### src/rtl/vga_timing_gen.sv
// Parametrised VGA/DVI raster timing generator.
// Single clock domain; the pixel rate is set by a clock-enable strobe.
module vga_timing_gen #(
  parameter int CLK_DIV    = 4,
  parameter int H_ACTIVE   = 640,
  parameter int H_FP       = 16,
  parameter int H_SYNC     = 96,
  parameter int H_BP       = 48,
  parameter int V_ACTIVE   = 480,
  parameter int V_FP       = 10,
  parameter int V_SYNC     = 2,
  parameter int V_BP       = 33,
  parameter bit H_SYNC_POL = 1'b0,
  parameter bit V_SYNC_POL = 1'b0,
  parameter int CNT_W      = 10,
  parameter int FRAME_W    = 8
) (
  input  logic               clk,
  input  logic               reset,
  input  logic               en,
  output logic               pclk_en,
  output logic               h_sync,
  output logic               v_sync,
  output logic               DE,
  output logic [CNT_W-1:0]   x_pixel,
  output logic [CNT_W-1:0]   y_pixel,
  output logic               pix_stb,
  output logic               line_start,
  output logic               frame_start,
  output logic [FRAME_W-1:0] frame_cnt
);

  localparam int H_TOTAL = H_ACTIVE + H_FP + H_SYNC + H_BP;
  localparam int V_TOTAL = V_ACTIVE + V_FP + V_SYNC + V_BP;
  localparam int DIV_W   = (CLK_DIV > 1) ? $clog2(CLK_DIV) : 1;
  localparam int CW1     = CNT_W + 1;

  localparam logic [DIV_W-1:0] DIV_LAST = DIV_W'(CLK_DIV - 1);
  localparam logic [CNT_W-1:0] H_LAST   = CNT_W'(H_TOTAL - 1);
  localparam logic [CNT_W-1:0] V_LAST   = CNT_W'(V_TOTAL - 1);

  localparam logic [CW1-1:0] H_ACT  = CW1'(H_ACTIVE);
  localparam logic [CW1-1:0] V_ACT  = CW1'(V_ACTIVE);
  localparam logic [CW1-1:0] HS_BEG = CW1'(H_ACTIVE + H_FP);
  localparam logic [CW1-1:0] HS_END = CW1'(H_ACTIVE + H_FP + H_SYNC);
  localparam logic [CW1-1:0] VS_BEG = CW1'(V_ACTIVE + V_FP);
  localparam logic [CW1-1:0] VS_END = CW1'(V_ACTIVE + V_FP + V_SYNC);

  if (CLK_DIV < 1 || CNT_W < 1 || FRAME_W < 1 ||
      H_ACTIVE < 1 || H_SYNC < 1 ||
      V_ACTIVE < 1 || V_SYNC < 1 ||
      H_FP < 0 || H_BP < 0 || V_FP < 0 || V_BP < 0 ||
      H_TOTAL > (2 ** CNT_W) ||
      V_TOTAL > (2 ** CNT_W)) begin : g_bad_params
    $error("vga_timing_gen: illegal parameter set");
  end

  logic [DIV_W-1:0]   div_q, div_d;
  logic [CNT_W-1:0]   h_q, h_d;
  logic [CNT_W-1:0]   v_q, v_d;
  logic               hs_q, hs_d;
  logic               vs_q, vs_d;
  logic               de_q, de_d;
  logic [CNT_W-1:0]   x_q;
  logic [CNT_W-1:0]   y_q;
  logic               stb_q;
  logic               ls_q, ls_d;
  logic               fs_q, fs_d;
  logic [FRAME_W-1:0] fc_q;
  logic               div_wrap;
  logic               h_wrap;
  logic [CW1-1:0]     hw, vw;

  assign div_wrap = (div_q == DIV_LAST);
  assign pclk_en  = en && div_wrap;

  always_comb begin
    div_d = div_q;
    if (en) begin
      div_d = div_wrap ? '0 : div_q + 1'b1;
    end
  end

  // Next raster position; only committed on a pixel advance.
  assign h_wrap = (h_q == H_LAST);

  always_comb begin
    h_d = h_q + 1'b1;
    v_d = v_q;
    if (h_wrap) begin
      h_d = '0;
      v_d = (v_q == V_LAST) ? '0 : v_q + 1'b1;
    end
  end

  assign hw = {1'b0, h_d};
  assign vw = {1'b0, v_d};

  always_comb begin
    hs_d = ~H_SYNC_POL;
    vs_d = ~V_SYNC_POL;
    if (hw >= HS_BEG && hw < HS_END) begin
      hs_d = H_SYNC_POL;
    end
    if (vw >= VS_BEG && vw < VS_END) begin
      vs_d = V_SYNC_POL;
    end
    de_d = (hw < H_ACT) && (vw < V_ACT);
    ls_d = pclk_en && (h_d == '0);
    fs_d = ls_d && (v_d == '0);
  end

  always_ff @(posedge clk) begin
    if (reset) begin
      div_q <= '0;
      h_q   <= H_LAST;
      v_q   <= V_LAST;
      hs_q  <= ~H_SYNC_POL;
      vs_q  <= ~V_SYNC_POL;
      de_q  <= 1'b0;
      x_q   <= '0;
      y_q   <= '0;
      stb_q <= 1'b0;
      ls_q  <= 1'b0;
      fs_q  <= 1'b0;
      fc_q  <= '0;
    end else begin
      div_q <= div_d;
      stb_q <= pclk_en;
      ls_q  <= ls_d;
      fs_q  <= fs_d;
      if (pclk_en) begin
        h_q  <= h_d;
        v_q  <= v_d;
        hs_q <= hs_d;
        vs_q <= vs_d;
        de_q <= de_d;
        x_q  <= h_d;
        y_q  <= v_d;
      end
      if (fs_d) begin
        fc_q <= fc_q + 1'b1;
      end
    end
  end

  assign h_sync      = hs_q;
  assign v_sync      = vs_q;
  assign DE          = de_q;
  assign x_pixel     = x_q;
  assign y_pixel     = y_q;
  assign pix_stb     = stb_q;
  assign line_start  = ls_q;
  assign frame_start = fs_q;
  assign frame_cnt   = fc_q;

endmodule

### config.mk
export PLATFORM = sky130hd
export DESIGN_NAME = vga_timing_gen
export DESIGN_NICKNAME = d
export VERILOG_FILES = /design/src/rtl/vga_timing_gen.sv
export SDC_FILE = /design/constraint.sdc
export NUM_CORES = 1
export LEC_CHECK = 0
export ABC_AREA = 0
export CORE_ASPECT_RATIO = 1.25
export CORE_MARGIN = 1
export CORE_UTILIZATION = 40
export DETAILED_ROUTE_END_ITERATION = 6
export PLACE_DENSITY_LB_ADDON = 0.2
export SYNTH_ARGS = -nofsm -noshare
export SYNTH_HDL_FRONTEND = slang
export SYNTH_SLANG_ARGS = --single-unit
### constraint.sdc
create_clock -name clk -period 3.3 [get_ports clk]
set_input_delay 0.825 -clock clk [delete_from_list [all_inputs] [get_ports clk]]
set_output_delay 0.825 -clock clk [all_outputs]
set_load 0.02 [all_outputs]
==> qor.yml, run 1 <==
total_leakage_power_uw: 0.00115
antenna_cells: 0
ys.flop_type: "dfxtp_1"
netlist.area_leader.share_pct: 33.8
drive_gt1_share_pct: 10.5
ys_ff_latch: 46
nFillCells: 649
yosysTopAreaCell: "dfxtp_1"
setup_viol: 0
cts_buffer_depth: 2
ys_seq_area_share_pct: 33.8
grt.overflow.total: 0
path_buf_inv: 3
synth_edf_count: 0
fmax_ghz: 0.325
cap_violations: 0
dr_total_vias: 2420
fp-row-count: 33
finalWeightedCongestion: 0.839
end_kind: "output pin"
critPathTopFamily: "buffers and inverters"
rsz0062_at_grt: "no"
grt_pass1_wl_um: 10200
ys_warn_count: 0
grt_pass1_vias: 2149
cp_slowest_stage_delay_ns: 0.60
crit_top_cell: "clkdlybuf4s50_1"
fin_tns_setup_ns: 0
firstDrtPassIters: 4
reg2reg_from: "h_q[1]$_SDFFE_PP1P_"
critPathKind: "primary input to output pin"
start_util_pct: 41.5
drc_errors: 0
skew_ns: 0.00812
hold_path_class: "register to register"
synthTopCellsByCount: "dfxtp_1 (46), nor2_1 (38), nand2_1 (26), a21oi_1 (24), nor3_1 (17)"
clk_latency_ns: 0.30
hpwl_um: 4470
cts_tree: "yes"
synthCells: 334
die_area_um2: 7140
power_uw: 1050
post_cts_resized: 0
drt_iter0_markers: 124
antenna_left: 0
avgSynthCellArea_um2: 8.15
relSlewSlack_pct: 67.6
synth_cell_types: 61
worstMarginPinSlew_ns: 0.486
grt_use_total_pct: 18.4
holdBufCountCts: 0
port_buffers: 37
worst_path_max_delay_cell: "clkdlybuf4s50_1"
cts.sinks: 46
finalNetCount: 360
irDropWorstVdd_uv: 219
wl_per_cell_um: 14.1
grt_max_degree: 26
critPathMaxFanout: 4
antenna_found_initial: 0
hold_ws_ns: 0.468
numCtsBuffers: 5
synth_area_leaders: "dfxtp_1 (34%), nor2_1 (5.2%), a21oi_1 (4.4%)"
clk_pin_slew_ns: 0.09
post-route-period-util_pct: 93.1
die_h_um: 94.2
cts_root_buf: "clkbuf_8"
via_per_inst: 5.51
area_delta_synth_final_pct: 15.2
core_area_um2: 6570
cts_setup_buffers: 0
cp_cell_sequence: "clkdlybuf4s50_1 -> nand2_1 -> inv_1 -> clkdlybuf4s50_1"
syn-cell-area_um2: 2720
cp.arrival_ns: 2.25
cp.required_ns: 2.47
power.density_nw_per_um2: 336
syn_nets: 343
synth.most_common_cell: "dfxtp_1"
async_flop_share_pct: 0
die_w_um: 75.8
num_io_pins: 38
finalWirelength_um: 6170
start_kind: "primary input"
hold_start: "x_pixel[1]$_SDFFE_PP0P_"
startpoint: "en"
final_max_slew_viol_count: 0
min_period_ns: 3.07
finalHoldViolCount: 0
status: "finished clean"
h-tree-depth: 2
==> final timing paths <==
path,to,slack [ns],cells past startpoint
setup reg to reg,frame_cnt[7]$_SDFFE_PP0P_,0.33,9
setup / recovery,pclk_en,0.23,4
hold reg to reg,x_pixel[1]$_SDFFE_PP0P_,0.47,2
hold / removal,x_pixel[1]$_SDFFE_PP0P_,0.47,2
==> logic make-up after synthesis <==
family / count (synthesis) / synth area share [%]
AOI/OAI and AO/OA: 75 / 18.4
muxes: 5 / 1.93
buffers and inverters: 42 / 8.74
DFF: 46 / 33.8
adders and majority gates: 6 / 2.76
and+or+nand+nor: 149 / 30.8
xor gates and xnor gates: 11 / 3.54
==> where the power goes <==
part	internal, uW	total, uW	leakage (uW)	switching, uW
Combinational	52.3	135	0.000737	83.0
Sequential	561	569	0.000372	7.78
Clock	149	348	0.0000441	199
Total	762	1050	0.00115	290
==> per-layer routing <==
layer / track usage (%) / vias to the layer above / wire length, um
met5: 0 / - / 0
met2: 31.3 / 44 / 3110
met1: 23.3 / 1139 / 2780
met4: 5.71 / 0 / 88
li1: - / 1228 / -
met3: 2.79 / 9 / 189
==> cell type report <==
type	instances	area, um^2	area share, %
Clock buffer	5	68.8	2.20
Clock inverter	3	21.3	0.679
Inverter	9	33.8	1.08
Multi-Input combinational cell	246	1570	49.9
Sequential cell	46	921	29.4
Tap cell	87	109	3.47
Timing Repair Buffer	43	415	13.3
==> sequential cells by signal, summed over array words and instances (netlist names) <==
signal,cells
DE,1
div_q,2
frame_cnt,8
frame_start,1
h_q,10
h_sync,1
line_start,1
pix_stb,1
v_q,10
v_sync,1
x_pixel,7
y_pixel,3
==> through the flow <==
step | utilization [%] | setup slack, ns | std cells | instance area (um^2)
floorplan | - | 0.709 | 334 | 2720
global placement | 46.3 | 0.152 | 431 | 3040
CTS | 47.7 | 0.195 | 439 | 3130
global route | 47.7 | 0.0888 | 439 | 3130
detailed placement | 46.3 | 0.106 | 431 | 3040
finish | 47.7 | 0.226 | 439 | 3130
==> placed cells by master, fill, tap and decap left out, types with 8 or more instances in the layout <==
cell	netlist	final
nand3_1	14	14
nand2_1	26	26
o21ai_0	14	14
dfxtp_1	46	46
a21oi_1	24	24
nand4_1	10	10
nor3_1	17	17
inv_1	9	9
o21bai_1	8	8
clkdlybuf4s50_1	0	37
nor2_1	38	38
xnor2_1	8	8
==> worst reg2reg max path: cells and delay by family, from the launching register on <==
kind	cells	cell delay [ns]
AND/OR/NAND/NOR	6	1.77
flip-flops	1	0.46
adder cells (fa/ha/maj)	1	0.34
AO/OA/AOI/OAI	1	0.16
XOR/XNOR	1	0.15
No activity file was read; power rests on OpenSTA's default activity.
==> run 2: changes to the inputs <==
Settings changed: GPL_ROUTABILITY_DRIVEN set to 0, SLEW_MARGIN set to 20.
==> results of run 2 <==
No change in the layout: final DEF, timing and power equal those of run 1.
